File: src/rtl/usb_rx_line_decoder.sv
// USB full-speed receive bit stage: line synchroniser, bit timing recovery, NRZI decode,
// SYNC check, bit unstuffing and LSB-first byte assembly with EOP / line-error strobes.
module usb_rx_line_decoder #(
  parameter int CLKS_PER_BIT = 8,
  parameter int SAMPLE_POINT = 3
) (
  input  logic       clk,
  input  logic       rst,
  input  logic       dplus_in,
  input  logic       dminus_in,
  output logic       packet_active,
  output logic [7:0] byte_data,
  output logic       byte_valid,
  output logic       eop,
  output logic       rx_err,
  output logic [1:0] err_code,
  output logic [2:0] state_dbg
);

  localparam int TW = (CLKS_PER_BIT > 1) ? $clog2(CLKS_PER_BIT) : 1;

  typedef enum logic [2:0] {
    S_IDLE     = 3'd0,
    S_SYNC     = 3'd1,
    S_DATA     = 3'd2,
    S_EOP_WAIT = 3'd3,
    S_ERR      = 3'd4
  } state_t;

  // Handshake: none. byte_valid, eop and rx_err are one-cycle strobes the consumer must
  // take when high; byte_data and err_code hold their values between strobes.

  logic          dp_s1_q, dp_s2_q, dm_s1_q, dm_s2_q, dp_prev_q, dm_prev_q;
  state_t        state_q, state_d;
  logic [TW-1:0] timer_q, timer_d;
  logic          prev_level_q, prev_level_d;
  logic [2:0]    cnt_q, cnt_d;
  logic [2:0]    bitcnt_q, bitcnt_d;
  logic [2:0]    ones_q, ones_d;
  logic [7:0]    shift_q, shift_d;
  logic [7:0]    byte_data_q, byte_data_d;
  logic          byte_valid_q, byte_valid_d;
  logic          eop_q, eop_d;
  logic          rx_err_q, rx_err_d;
  logic [1:0]    err_code_q, err_code_d;
  logic          packet_active_q, packet_active_d;

  logic line_j, line_k, line_se0, resync, sample, bit_val;

  always_comb begin
    line_j   = dp_s2_q & ~dm_s2_q;
    line_k   = ~dp_s2_q & dm_s2_q;
    line_se0 = ~(line_j | line_k);
    resync   = (dp_s2_q != dp_prev_q);
    sample   = (timer_q == TW'(SAMPLE_POINT));
    // Level encoded as 1 = J, 0 = K; a repeated level decodes as a 1.
    bit_val  = (line_j == prev_level_q);
  end

  always_comb begin
    state_d         = state_q;
    prev_level_d    = prev_level_q;
    cnt_d           = cnt_q;
    bitcnt_d        = bitcnt_q;
    ones_d          = ones_q;
    shift_d         = shift_q;
    byte_data_d     = byte_data_q;
    byte_valid_d    = 1'b0;
    eop_d           = 1'b0;
    rx_err_d        = 1'b0;
    err_code_d      = err_code_q;
    packet_active_d = packet_active_q;
    if (resync || timer_q == TW'(CLKS_PER_BIT - 1)) timer_d = '0;
    else                                             timer_d = timer_q + 1'b1;

    case (state_q)
      S_IDLE: begin
        timer_d      = '0;
        prev_level_d = 1'b1;
        cnt_d        = 3'd0;
        if (line_k && dp_prev_q && !dm_prev_q) begin
          state_d         = S_SYNC;
          packet_active_d = 1'b1;
        end
      end
      S_SYNC: if (sample) begin
        if (line_se0 || (bit_val != (cnt_q == 3'd7))) begin
          state_d    = S_ERR;
          rx_err_d   = 1'b1;
          err_code_d = 2'b01;
          cnt_d      = 3'd0;
        end else begin
          prev_level_d = line_j;
          cnt_d        = cnt_q + 3'd1;
          if (cnt_q == 3'd7) begin
            state_d  = S_DATA;
            ones_d   = 3'd0;
            bitcnt_d = 3'd0;
          end
        end
      end
      S_DATA: if (sample) begin
        if (line_se0) begin
          state_d = S_EOP_WAIT;
          if (bitcnt_q != 3'd0) begin
            rx_err_d   = 1'b1;
            err_code_d = 2'b11;
          end
        end else begin
          prev_level_d = line_j;
          if (ones_q == 3'd6) begin
            // Stuffed bit: must be 0 and is discarded.
            if (bit_val) begin
              state_d    = S_ERR;
              rx_err_d   = 1'b1;
              err_code_d = 2'b10;
              cnt_d      = 3'd0;
            end else begin
              ones_d = 3'd0;
            end
          end else begin
            shift_d  = {bit_val, shift_q[7:1]};
            ones_d   = bit_val ? ones_q + 3'd1 : 3'd0;
            bitcnt_d = bitcnt_q + 3'd1;
            if (bitcnt_q == 3'd7) begin
              byte_data_d  = {bit_val, shift_q[7:1]};
              byte_valid_d = 1'b1;
            end
          end
        end
      end
      S_EOP_WAIT: if (sample) begin
        if (line_j) begin
          state_d         = S_IDLE;
          eop_d           = 1'b1;
          packet_active_d = 1'b0;
        end else if (line_k) begin
          state_d    = S_ERR;
          rx_err_d   = 1'b1;
          err_code_d = 2'b10;
          cnt_d      = 3'd0;
        end
      end
      S_ERR: if (sample) begin
        if (line_j) begin
          if (cnt_q == 3'd7) begin
            state_d         = S_IDLE;
            packet_active_d = 1'b0;
          end else begin
            cnt_d = cnt_q + 3'd1;
          end
        end else begin
          cnt_d = 3'd0;
        end
      end
      default: state_d = S_IDLE;
    endcase
  end

  always_ff @(posedge clk) begin
    if (rst) begin
      dp_s1_q         <= 1'b0;
      dp_s2_q         <= 1'b0;
      dm_s1_q         <= 1'b0;
      dm_s2_q         <= 1'b0;
      dp_prev_q       <= 1'b0;
      dm_prev_q       <= 1'b0;
      state_q         <= S_IDLE;
      timer_q         <= '0;
      prev_level_q    <= 1'b1;
      cnt_q           <= 3'd0;
      bitcnt_q        <= 3'd0;
      ones_q          <= 3'd0;
      shift_q         <= 8'h00;
      byte_data_q     <= 8'h00;
      byte_valid_q    <= 1'b0;
      eop_q           <= 1'b0;
      rx_err_q        <= 1'b0;
      err_code_q      <= 2'b00;
      packet_active_q <= 1'b0;
    end else begin
      dp_s1_q         <= dplus_in;
      dp_s2_q         <= dp_s1_q;
      dm_s1_q         <= dminus_in;
      dm_s2_q         <= dm_s1_q;
      dp_prev_q       <= dp_s2_q;
      dm_prev_q       <= dm_s2_q;
      state_q         <= state_d;
      timer_q         <= timer_d;
      prev_level_q    <= prev_level_d;
      cnt_q           <= cnt_d;
      bitcnt_q        <= bitcnt_d;
      ones_q          <= ones_d;
      shift_q         <= shift_d;
      byte_data_q     <= byte_data_d;
      byte_valid_q    <= byte_valid_d;
      eop_q           <= eop_d;
      rx_err_q        <= rx_err_d;
      err_code_q      <= err_code_d;
      packet_active_q <= packet_active_d;
    end
  end

  assign packet_active = packet_active_q;
  assign byte_data     = byte_data_q;
  assign byte_valid    = byte_valid_q;
  assign eop           = eop_q;
  assign rx_err        = rx_err_q;
  assign err_code      = err_code_q;
  assign state_dbg     = state_q;

endmodule

File: config.mk
export PLATFORM = sky130hd
export DESIGN_NAME = usb_rx_line_decoder
export DESIGN_NICKNAME = d
export VERILOG_FILES = /design/src/rtl/usb_rx_line_decoder.sv
export SDC_FILE = /design/constraint.sdc
export NUM_CORES = 1
export LEC_CHECK = 0
export ABC_AREA = 1
export CORE_AREA = 2 2 68 102
export CTS_CLUSTER_DIAMETER = 40
export DETAILED_ROUTE_END_ITERATION = 6
export DIE_AREA = 0 0 70 104
export SLEW_MARGIN = 20
export SYNTH_ARGS = -nofsm -noshare
export SYNTH_HDL_FRONTEND = slang
export SYNTH_SLANG_ARGS = --single-unit
export TNS_END_PERCENT = 30
File: constraint.sdc
create_clock -name clk -period 3.8 [get_ports clk]
set_input_delay 0.38 -clock clk [delete_from_list [all_inputs] [get_ports clk]]
set_output_delay 0.38 -clock clk [all_outputs]
set_load 0.01 [all_outputs]
==> run metrics <==
Placer Congestion between 0.9 and 1; max_cap viols 0; Synth top area share 37.1%; Root Buffer clkbuf_8; postcts setup bufs 0; critical path launch point type register; DP HPWL between 4000 and 5000 um; Yosys reg bits 43; Max Freq between 0.4 and 0.5 GHz; mean post-synth cell area between 6 and 7 um^2; largest net degree at the start of global routing 24; Distinct cells, synth 31; Synth Warn # 0; Cell Chain, Critical Path ha_1, ha_1, inv_1, nand3_1, nand2_1, nor2_1, nand2_1, nor2_1, nand3_1, nand2_1, nand2_1, nor2_1; switch share between 40% and 50%; Resized cells post-CTS 0; die area between 7000 and 8000 um^2; Max Buffers Root-to-Sink 2; most used cell along the critical path nand2_1; Sink Count 43; EDFF count, synth 0; Static Leak about 1.2 nW; WL/cell 13.5 um; Critical Path RT 4040 ps; multi-input logic area between 1000 and 1500 um^2; CTS tree built; power per cell area 552 nW/um^2; worst reg2reg setup slack approximately 1700 ps; worst hold path class register to register; core area between 6000 and 7000 um^2; # nets final 373; RSZ-0062 raised after global routing no; 1st-pass router iterations 4; die width roughly 70 um; Routed Antenna Nets 0; Iter 0 DRT Violations roughly 120; vias in the first global route between 2k and 2.5k; relative slew slack 56.8%; delay-heaviest family, CP simple AND/OR/NAND/NOR gates; H-tree level count 2; vias around 2.2k; critical path's slowest cell dfxtp_1; Congestion Overflow GR 0; CTS Buf Count 5; Hold Vio Cnt, Final 0; Crit path largest cell delay around 340 ps; post-route cell area approximately 2700 um^2; Int Pwr roughly 0.85 mW; vias per inst 5.05; post-placement cell area roughly 2600 um^2; Buf/Inv on CP 1; Vert. Die Dim around 100 um; I/O pins 21; combinational power share between 30% and 40%; clock network fraction of design power around a fifth; part of the Yosys area used for sequential elements 37.1%; setup violators final 0; clk_lat worst skew 300 ps; crit end category register; gr usage total between 15 and 20%; FFs w/ async S/R, synth 0%; Hold Buf Count CTS 0; clk slew on worst S/H paths 90 ps; Post-Synthesis Cell Area about 2300 um^2; Initial Util a little over a third; Setup CP Type register to register; crit path DAT 2300 ps; first-pass GRT wire length just under 10,000 um; Worst-Margin Slew 648 ps; Final Max Slew Viols 0; largest cells by area after synthesis dfxtp_1 (37%), nand2_1 (12%), nor2_1 (11%); clk_skew between 7 and 8 ps; Yosys top cell by area dfxtp_1; Setup TNS 0 ps; final worst path period share between 50 and 60%; Post-synth top flop dfxtp_1; maximum VDD drop 0.326 mV; Synth-to-Final Area Change 15.4%; # diodes 0; status finished clean; port bufs 20; sequential cell area ~860 um^2; Seq pwr share 39.4%; largest fanout on the critical path 6; fin crit period 2070 ps; drt total wl 5870 um; remaining routing DRC violations 0; post-synthesis cell count around 340; share of cells above drive strength 1 a little under a tenth; site row count 36; initial antenna violation count 0; syn nets about 350; P_sw approximately 0.62 mW; fillers between 700 and 800
[metrics by stage]
stage	utilization (%)	hold WS [ps]	cells	setup slack (ps)	total power, mW
2_1_floorplan	-	388	336	2130	1.02
3_3_place_gp	40.4	390	426	1800	1.17
3_5_place_dp	40.4	396	426	1790	1.17
4_1_cts	41.9	408	434	1750	1.48
5_1_grt	41.9	446	434	1550	1.59
6_report	41.9	406	434	1730	1.48
[tightest hold or removal path, delay by kind of cell (launching register included)]
| family | cells | cell delay (ps) |
|---|---|---|
| buffers and inverters | 1 | 40 |
| AND/OR/NAND/NOR | 1 | 30 |
| flip-flops | 1 | 300 |
[placed cells by master (no fill, tap or decap)]
cell type         n
nand2_1          74
nor2_1           66
dfxtp_1          43
inv_1            36
clkdlybuf4s50_1  20
a21oi_1          19
nand3_1          18
o21ai_0          16
ha_1             12
nand4_1           8
nor2_2            5
clkbuf_8          5
nor2_4            4
nand2_2           4
nor3_1            3
nand2_4           2
nand3_2           2
inv_2             2
o22ai_1           2
a211oi_1          2
o21ai_1           2
clkinvlp_4        2
inv_4             1
nand3_4           1
nor2_8            1
clkinv_4          1
a21oi_2           1
o211ai_1          1
nor3b_1           1
xor2_1            1
and2_1            1
inv_6             1
buf_4             1
[cells in the mapped netlist (3+ instances only)]
library cell,n
dfxtp_1,43
a21oi_1,19
nand2_2,4
o21ai_0,16
nor2_1,66
nand2_1,74
inv_1,36
ha_1,12
nor2_4,4
nor3_1,3
nand4_1,8
buf_4,3
clkbuf_1,3
nor2_2,5
nand3_1,18
[power groups by stage]
stage                     combinational, mW  sequential (mW)  clock [mW]
after floorplan                       0.446            0.570           0
after global routing                  0.669            0.594       0.331
after detailed placement              0.579            0.593           0
final                                 0.590            0.582       0.306
after CTS                             0.583            0.582       0.314
after global placement                0.578            0.592           0
[final timing paths]
kind	cells past startpoint	startpoint	endpoint
min reg2reg	2	dm_s1_q	dm_s2_q
max reg2reg	12	timer_q[0]	err_code[0]
max	12	timer_q[0]	err_code[0]
min	2	dm_s1_q	dm_s2_q
[sequential cells by signal, summed over array words and instances, names as in the netlist]
register       flops
timer_q            3
dp_s2_q            1
dp_prev_q          1
state_dbg          3
shift_q            7
dm_s1_q            1
dp_s1_q            1
bitcnt_q           3
eop                1
packet_active      1
byte_valid         1
prev_level_q       1
rx_err             1
byte_data          8
ones_q             3
err_code           2
cnt_q              3
dm_s2_q            1
dm_prev_q          1
[cell families after synthesis]
family                     count (synthesis)  synth area share [%]
DFF                                       43                  37.1
adders and majority gates                 12                  6.47
AOI/OAI and AO/OA                         43                  9.87
and+or+nand+nor                          190                  37.8
xor gates and xnor gates                   1                 0.378
buffers and inverters                     47                  8.41
[per-layer routing]
layer  global-route usage [%]  wire length, um  up-vias
li1                         -                -     1107
met1                     17.9             2280      978
met2                     30.5             3000       83
met3                     2.71              267       24
met4                     10.9              318        0
met5                        0                0        -
[area by class of cell]
| class | count | share of cell area, % |
|---|---|---|
| multi-input combinational | 246 | 47.2 |
| sequential | 43 | 32.1 |
| timing repair buffer | 21 | 7.76 |
| inverter | 40 | 5.89 |
| tap | 76 | 3.55 |
| clock buffer | 5 | 2.57 |
| clock inverter | 3 | 0.888 |
Power figures use the tool's default switching activity.
